===== src/rtl/lagarto_plic_gateway_array.sv =====
// lagarto_plic_gateway_array: bank of clocked PLIC gateways forwarding one request per source until completed
// Ports: clk_i/rst_ni (sync active-low), interrupt_signal_i/interrupt_edge_mode_i per-source line and mode,
// claim_valid_i/claim_id_i and complete_valid_i/complete_id_i from the PLIC (ID = source+1, 0 = none),
// interrupt_request_o per-source pending request, interrupt_in_service_o per-source claimed-not-completed.
// Optional LAGARTO_PLIC_GW_SYNC_EN: 2-flop synchroniser on every interrupt line (3-cycle trigger latency).
module lagarto_plic_gateway_array #(
  parameter int NUM_SOURCES = 32,
  parameter int MAX_PENDING = 4,
  parameter int ID_W = $clog2(NUM_SOURCES + 1)
) (
  input  logic                   clk_i,
  input  logic                   rst_ni,
  input  logic [NUM_SOURCES-1:0] interrupt_signal_i,
  input  logic [NUM_SOURCES-1:0] interrupt_edge_mode_i,
  input  logic                   claim_valid_i,
  input  logic [ID_W-1:0]        claim_id_i,
  input  logic                   complete_valid_i,
  input  logic [ID_W-1:0]        complete_id_i,
  output logic [NUM_SOURCES-1:0] interrupt_request_o,
  output logic [NUM_SOURCES-1:0] interrupt_in_service_o
);
  localparam int CW = $clog2(MAX_PENDING + 1);
  typedef enum logic [1:0] {IDLE, REQUEST, CLAIMED} state_e;
  logic [NUM_SOURCES-1:0] sig;
  logic [NUM_SOURCES-1:0] prev_q;
  logic [NUM_SOURCES-1:0] mode_q;
`ifdef LAGARTO_PLIC_GW_SYNC_EN
  logic [NUM_SOURCES-1:0] sync_q1, sync_q2;
  always_ff @(posedge clk_i) begin
    if (!rst_ni) begin
      sync_q1 <= '0;
      sync_q2 <= '0;
    end else begin
      sync_q1 <= interrupt_signal_i;
      sync_q2 <= sync_q1;
    end
  end
  assign sig = sync_q2;
`else
  assign sig = interrupt_signal_i;
`endif
  always_ff @(posedge clk_i) prev_q <= rst_ni ? sig : '0;
  // mode history only detects toggles, so it tracks the input even through reset
  always_ff @(posedge clk_i) mode_q <= interrupt_edge_mode_i;
  for (genvar g = 0; g < NUM_SOURCES; g++) begin : gw
    localparam logic [ID_W-1:0] src_id = ID_W'(g + 1);
    state_e state_q, state_d;
    logic [CW-1:0] cnt_q, cnt_d;
    logic edge_det, claim_hit, complete_hit, trig;
    always_ff @(posedge clk_i) begin
      if (!rst_ni) begin
        state_q <= IDLE;
        cnt_q   <= '0;
      end else begin
        state_q <= state_d;
        cnt_q   <= cnt_d;
      end
    end
    always_comb begin
      edge_det     = sig[g] & ~prev_q[g];
      claim_hit    = claim_valid_i && claim_id_i == src_id;
      complete_hit = complete_valid_i && complete_id_i == src_id;
      trig         = interrupt_edge_mode_i[g] ? (edge_det || cnt_q != '0) : sig[g];
      state_d      = state_q;
      cnt_d        = cnt_q;
      case (state_q)
        IDLE:    state_d = trig ? REQUEST : IDLE;
        REQUEST: state_d = claim_hit ? CLAIMED : REQUEST;
        CLAIMED: state_d = complete_hit ? IDLE : CLAIMED;
        default: state_d = IDLE;
      endcase
      // an edge in IDLE consumes the request slot itself, so the backlog only drains on edge-free cycles
      if (interrupt_edge_mode_i[g])
        cnt_d = state_q == IDLE ? ((cnt_q != '0 && !edge_det) ? cnt_q - CW'(1) : cnt_q)
                                : ((edge_det && cnt_q != CW'(MAX_PENDING)) ? cnt_q + CW'(1) : cnt_q);
      if (interrupt_edge_mode_i[g] != mode_q[g]) cnt_d = '0;
    end
    assign interrupt_request_o[g]    = state_q == REQUEST;
    assign interrupt_in_service_o[g] = state_q == CLAIMED;
  end
endmodule


===== config.mk =====
export PLATFORM = sky130hd
export DESIGN_NAME = lagarto_plic_gateway_array
export DESIGN_NICKNAME = d
export VERILOG_FILES = /design/src/rtl/lagarto_plic_gateway_array.sv
export SDC_FILE = /design/constraint.sdc
export NUM_CORES = 1
export LEC_CHECK = 0
export CAP_MARGIN = 20
export CORE_MARGIN = 2
export CORE_UTILIZATION = 60
export DETAILED_ROUTE_END_ITERATION = 10
export HOLD_SLACK_MARGIN = 0.08
export PLACE_DENSITY = 0.89
export SYNTH_ARGS = -nofsm -noshare
export SYNTH_HDL_FRONTEND = slang
export SYNTH_SLANG_ARGS = --single-unit

===== constraint.sdc =====
create_clock -name clk_i -period 3.9 [get_ports clk_i]
set_clock_uncertainty 0.05 [all_clocks]
set_input_delay 0.78 -clock clk_i [delete_from_list [all_inputs] [get_ports clk_i]]
set_output_delay 0.78 -clock clk_i [all_outputs]
set_load 0.02 [all_outputs]

==> results of run 1 <==
-- power breakdown --
group          total (mW)  internal (mW)  switching (mW)
registers            2.46           2.38          0.0779
logic               0.936          0.412           0.524
clock network        2.42           1.43           0.988
-- cell families after synthesis --
group	after synthesis	share of synthesized area [%]
flip-flops	224	36.5
AO/OA/AOI/OAI	205	13.8
AND/OR/NAND/NOR	638	27.2
buffers and inverters	134	4.29
multiplexers	96	7.86
adder cells (fa/ha/maj)	32	5.22
XOR/XNOR	72	5.13
-- state kept, by name, summed over array words and instances, names as in the netlist --
signal      flops
gw.state_q     64
gw.cnt_q       96
mode_q         32
prev_q         32
-- cell usage in the layout (no fill, tap or decap), types with 16 or more instances in the layout --
master,n
or3_1,89
nand4_1,18
dfxtp_1,224
and2_1,42
a311oi_1,20
nor2b_1,72
mux2i_1,92
a221oi_1,19
nand2_1,170
xnor2_1,44
o21ai_2,24
clkdlybuf4s50_1,142
inv_1,98
nor2_1,90
xor2_1,28
o21a_1,16
nand3_1,38
clkbuf_16,25
o211ai_1,20
nor3_1,22
and3_1,23
fa_1,32
nand2b_1,45
a21oi_1,16
-- Yosys cell counts, types with 13 or more instances --
| cell type | n |
|---|---|
| a21oi_1 | 16 |
| a221oi_1 | 19 |
| a22o_1 | 13 |
| a22oi_1 | 13 |
| a311oi_1 | 20 |
| and2_1 | 42 |
| and3_1 | 23 |
| buf_2 | 16 |
| clkbuf_1 | 17 |
| dfxtp_1 | 224 |
| fa_1 | 32 |
| inv_1 | 98 |
| mux2i_1 | 92 |
| nand2_1 | 170 |
| nand2b_1 | 45 |
| nand3_1 | 38 |
| nand4_1 | 18 |
| nor2_1 | 90 |
| nor2b_1 | 72 |
| nor3_1 | 22 |
| nor3b_1 | 14 |
| o211ai_1 | 20 |
| o21a_1 | 16 |
| o21ai_2 | 24 |
| or3_1 | 89 |
| xnor2_1 | 44 |
| xor2_1 | 28 |
-- through the flow --
stage | total power, mW | setup WS, ns | cells | utilization, %
final | 5.82 | 1.12 | 1831 | 73.3
after global routing | 6.03 | 1.06 | 1831 | 73.3
after floorplan | 3.08 | 2.11 | 1401 | -
after global placement | 3.38 | 1.24 | 1785 | 69.2
after detailed placement | 3.42 | 1.18 | 1785 | 69.2
after CTS | 5.83 | 1.11 | 1831 | 73.3
-- final timing paths --
path                      from                       to  slack [ns]  cells past startpoint
max          gw[11].state_q[0]  interrupt_request_o[11]        1.12                      2
min          gw[16].state_q[1]        gw[16].state_q[0]        0.42                      1
max reg2reg  gw[15].state_q[0]          gw[15].cnt_q[1]        2.00                      5
min reg2reg  gw[16].state_q[1]        gw[16].state_q[0]        0.42                      1
-- layer usage --
metal | global-route usage, % | vias to the layer above | routed length [um]
met2 | 49.2 | 426 | 15300
met3 | 5.96 | 86 | 2910
met4 | 10.9 | 0 | 1050
li1 | - | 5159 | -
met5 | 0 | - | 0
met1 | 36.3 | 5179 | 12700
-- cell type report --
| type | instances | share of cell area [%] |
|---|---|---|
| multi-input cells | 1043 | 49.2 |
| flip-flops and latches | 224 | 30.3 |
| repair buffers | 149 | 10.0 |
| clock buffers | 30 | 4.56 |
| inverters | 99 | 2.52 |
| well taps | 270 | 2.28 |
| clock inverters | 16 | 1.12 |
==> summary.md, run 1 <==
| Metric | Value |
|---|---|
| Run status | `completed` |
| Initial Utilization | `60.9%` |
| CTS Buf Count | `25` |
| NumNets Final | `1654` |
| Number of global-route vias before repair | `10700` |
| FFs w/ async S/R, synth | `0%` |
| CP Buf/Inv Count | `1` |
| Layout cells sized above 1 | `6.41%` |
| Final Setup Violations | `0` |
| DR pass1 iterations | `8` |
| # IOs | `144` |
| Die outline height | `147 um` |
| Vias/cell | `5.93` |
| Slew HR | `39.1%` |
| Fin Setup TNS | `0 ns` |
| PwrDens | `393 nW/um^2` |
| Iteration-0 DRC Markers | `691` |
| WL final | `31.9 mm` |
| Clk slew on worst S/H paths | `0.06 ns` |
| Total GRT Usage | `28.9%` |
| TritonCTS clock tree | `done` |
| Gate Count Post-Synth | `1401` |
| Unique cell type count in the Yosys netlist | `55` |
| Antenna violations before repair | `0` |
| Core area | `20200 um^2` |
| Largest fanout on the critical path | `5` |
| Sequential element share of the synthesized area | `36.5%` |
| Clk sink count | `224` |
| Post-CTS repair timing setup buffer count | `0` |
| Grt total ovfl | `0` |
| Register bit count reported by yosys | `224` |
| Startpoint types | `flop` |
| Crit path max-delay cell type | `clkdlybuf4s50_1` |
| P&R area growth vs syn | `20.5%` |
| Clock Tree Buf Depth | `3` |
| Width of the die | `147 um` |
| Syn avg cell area | `8.77 um^2` |
| Share of the synthesized area in the top cell type | `36.5%` |
| Ys Warns | `0` |
| Final Critical Period | `2.78 ns` |
| Drt drc | `0` |
| RSZ-0062 raised after global routing | `false` |
| Req. time, crit path | `3.07 ns` |
| Post-placement cell area | `14000 um^2` |
| Via count of the routed design | `10900` |
| Post-CTS sizing | `0` |
| Class of the worst hold path | `flop to flop` |
| Syn Nets | `1513` |
| Dpl hpwl | `23.2 mm` |
| Routed length per placed instance | `17.4 um` |
| Leak Pwr | `6.20 nW` |
| PortBufs | `143` |
| WP data arrival | `1.95 ns` |
| Crit. End Element | `output port` |
| Root Buffer | `clkbuf_16` |
| H-tree level count | `1` |
| Fillers | `1455` |
| Largest net degree at the start of global routing | `63` |
| Crit-path cells | `nor2b_1 -> clkdlybuf4s50_1` |
| Clock latency on the worst-skew pair | `0.54 ns` |
| Post-synth EDFFs | `0` |
| Num rows | `52` |
| Die area | `21600 um^2` |
| Top_reg_cell synth | `dfxtp_1` |
| First-pass GRT wire length | `51.6 mm` |
| VDD IR-drop max | `383 uV` |
| Pins Over Slew Limit | `0` |
| Maxcap violations | `0` |
| Placer Congestion | `0.905` |
| Fin Hold WS | `0.420 ns` |
| Multi-input gate area | `7280 um^2` |
| Synth area leader | `dfxtp_1` |
| Cts hold-fix bufs | `0` |
| Largest cells by area after synthesis | `dfxtp_1, mux2i_1, fa_1` |
| Design area | `14800 um^2` |
| F_max | `359 MHz` |
| Final hold violation count | `0` |
| Netlist Area Pre-Place | `12300 um^2` |
| N_diodes | `0` |
| Worst Max-Slew Pin Slew | `0.911 ns` |
| Reg area | `4480 um^2` |
| Delay-heaviest family, CP | `buffers and inverters` |
| Critical path class | `flop to output port` |
| CP max stage delay | `0.68 ns` |
| Period utilization | `71.4%` |
| Post-route ant nets | `0` |
Note: power is estimated with default switching activity, not from simulation.
==> inputs of run 2 (changes only) <==
CORE_UTILIZATION = 51   (was 60)
PLACE_DENSITY = 0.81   (was 0.89)
clock period = 2.3 ns   (was 3.9 ns; I/O delays follow)
==> summary.md, run 2 (same netlist as run 1, synthesis figures left out) <==
| Metric | Value |
|---|---|
| Design area | `15100 um^2 (+1.9%)` |
| Num rows | `56 (+7.7%)` |
| DR pass1 iterations | `6 (-2)` |
| Crit path max-delay cell type | `clkdlybuf4s50_1` |
| Sw Ratio | `26.2% (-1.1 points)` |
| Largest net degree at the start of global routing | `64 (+1.6%)` |
| Req. time, crit path | `1.79 ns (-1.28 ns)` |
| Clock Tree Buf Depth | `3 (unchanged)` |
| Fillers | `2012 (+38%)` |
| Largest reg by FF count | `gw.cnt_q` |
| Fin Setup TNS | `0 ns (unchanged)` |
| Pwr Total | `9.84 mW (+69%)` |
| R2r setup slk | `0.47 ns (-1.53 ns)` |
| Iteration-0 DRC Markers | `706 (+2.2%)` |
| Maxcap violations | `0 (unchanged)` |
| Crit. Startpoint | `gw[28].state_q[1]` |
| Clk slew on worst S/H paths | `0.06 ns (about the same)` |
| NumNets Final | `1678 (+1.5%)` |
| Startpoint types | `flop` |
| Setup ws final | `0.0291 ns (-1.09 ns)` |
| Class of the worst hold path | `flop to flop` |
| First-pass GRT wire length | `50.9 mm (-1.4%)` |
| Final Setup Violations | `0 (unchanged)` |
| NetSw | `2.58 mW (+62%)` |
| PortBufs | `143 (unchanged)` |
| Fin Hold WS | `0.419 ns (-0.00141 ns)` |
| Dpl hpwl | `23.3 mm (+0.72%)` |
| Antenna violations before repair | `3 (+3)` |
| Crit-path cells | `nor2b_2 -> clkdlybuf4s50_1` |
| Comb pwr share | `16.2% (about the same)` |
| P&R area growth vs syn | `22.7%` |
| Critical path class | `flop to output port` |
| Post-CTS repair timing setup buffer count | `0 (unchanged)` |
| P_int | `7.26 mW (+72%)` |
| Drt drc | `0 (unchanged)` |
| Largest fanout on the critical path | `3 (-2)` |
| Pins Over Slew Limit | `0 (unchanged)` |
| WP data arrival | `1.76 ns (-0.19 ns)` |
| Via count of the routed design | `10700 (-1.1%)` |
| Die area | `25300 um^2 (+17%)` |
| Final hold violation count | `0 (unchanged)` |
| Post-route ant nets | `0 (unchanged)` |
| Run status | `completed` |
| Number of global-route vias before repair | `10700 (+0.047%)` |
| Largest register FFs | `96 (unchanged)` |
| CTS Buf Count | `24 (-4.0%)` |
| Post-CTS sizing | `50 (+50)` |
| Clock latency on the worst-skew pair | `0.52 ns (-0.02 ns)` |
| Dpl ws | `0.140 ns (-1.04 ns)` |
| Placer Congestion | `0.870 (-3.9%)` |
| Width of the die | `159 um (+8.2%)` |
| Period utilization | `98.7%` |
| Slew HR | `65.9% (+27 points)` |
| Flop pwr share | `42.3% (about the same)` |
| Total GRT Usage | `24.1% (-4.8 points)` |
| Worst Max-Slew Pin Slew | `0.510 ns (-0.402 ns)` |
| Die outline height | `159 um (+8.2%)` |
| TritonCTS clock tree | `done` |
| VDD IR-drop max | `403 uV (+5.2%)` |
| Final Critical Period | `2.27 ns` |
| Fraction of power consumed by the clock network | `41.5% (about the same)` |
| Clk sink count | `224 (unchanged)` |
| # IOs | `144 (unchanged)` |
| Root Buffer | `clkbuf_16` |
| Core area | `23500 um^2 (+17%)` |
| Cts hold-fix bufs | `0 (unchanged)` |
| Routed length per placed instance | `16.5 um (-5.4%)` |
| Initial Utilization | `52.2% (-8.7 points)` |
| Vias/cell | `5.64 (-4.9%)` |
| R2R Path End | `gw[28].cnt_q[1]` |
| Grt total ovfl | `0 (unchanged)` |
| F_max | `440 MHz` |
| Crit. End Element | `output port` |
| H-tree level count | `1 (unchanged)` |
| Reg2reg path depth | `5 (unchanged)` |
| Largest regs | `gw.cnt_q x96, gw.state_q x64` |
| WL final | `31.4 mm (-1.6%)` |
| Layout cells sized above 1 | `8.66% (+2.3 points)` |
| CP max stage delay | `0.65 ns (-0.03 ns)` |
| Most common cell after layout, fill and taps aside | `dfxtp_1` |
| RSZ-0062 raised after global routing | `false` |
| Leak Pwr | `6.61 nW (+6.7%)` |
| FF-to-FF Start | `gw[28].state_q[1]` |
| Post-placement cell area | `14200 um^2 (+2.0%)` |
| PwrDens | `653 nW/um^2 (+66%)` |
| Most frequent cells in the layout | `dfxtp_1, nand2_1, inv_1, clkdlybuf4s50_1, mux2i_1` |
| Crit path to | `interrupt_in_service_o[28]` |
## run 2: changes by cell type in the layout (fill, tap and decap cells not counted), sizes merged, moves of 7 or more
cell / change
clkbuf: +7
buf: +25
clkinv: -9
dlygate4sd2: +40
dlymetal6s2s: +9
clkdlybuf4s50: -49
## run 2: cell type report
| cell class | count | area [um^2] | area share (%) |
|---|---|---|---|
| clock buffer | 37 | 731 | 4.85 |
| clock inverter | 5 | 103 | 0.681 |
| timing repair buffer | 174 | 1670 | 11.1 |
| tap | 319 | 399 | 2.65 |
| sequential | 224 | 4500 | 29.9 |
| multi-input combinational | 1043 | 7290 | 48.4 |
| antenna | 3 | 7.51 | 0.0498 |
| inverter | 99 | 373 | 2.47 |
## run 2: power by group through the flow
stage               Sequential (mW)  Clock (mW)  Combinational, mW
finish                         4.17        4.08               1.59
global route                   4.19        4.31               1.75
CTS                            4.16        4.16               1.59
detailed placement             4.24           0               1.59
global placement               4.24           0               1.55
floorplan                      4.21           0               1.01
## run 2: worst min path at each step
| stage | start | end | slack (ns) | depth (start not counted) |
|---|---|---|---|---|
| 2_1_floorplan | gw[9].state_q[1] | gw[9].state_q[0] | 0.39 | 1 |
| 3_3_place_gp | gw[6].state_q[1] | gw[6].state_q[0] | 0.40 | 1 |
| 3_5_place_dp | gw[6].state_q[1] | gw[6].state_q[0] | 0.41 | 1 |
| 4_1_cts | rst_ni | gw[20].state_q[1] | 0.41 | 3 |
| 5_1_grt | rst_ni | gw[1].state_q[1] | 0.43 | 3 |
| 6_report | gw[6].state_q[1] | gw[6].state_q[0] | 0.42 | 1 |
## run 2: per-layer routing
layer | part of all wire (%) | GRT usage [%] | wire [um]
met1 | 41 | 29.0 | 12800
met2 | 47 | 41.8 | 14800
met3 | 8.1 | 5.55 | 2550
met4 | 3.8 | 9.50 | 1200
met5 | 0 | 0 | 0
## run 2: critical path: cells and delay by family, from the launching register on
family / cells / cell delay [ns]
buffers and inverters: 1 / 0.65
flip-flops: 1 / 0.34
AND/OR/NAND/NOR: 1 / 0.25
## run 2: per-stage QoR
step,utilization [%],std cells
2_1_floorplan,-,1401
3_3_place_gp,60.4,1859
3_5_place_dp,60.4,1859
4_1_cts,63.8,1901
5_1_grt,64.0,1903
6_report,64.0,1904
==> inputs of run 3 (changes only) <==
SLEW_MARGIN = 10   (was not set)
==> results of run 3 <==
The final DEF is identical to that of run 2; final timing and power are the same.
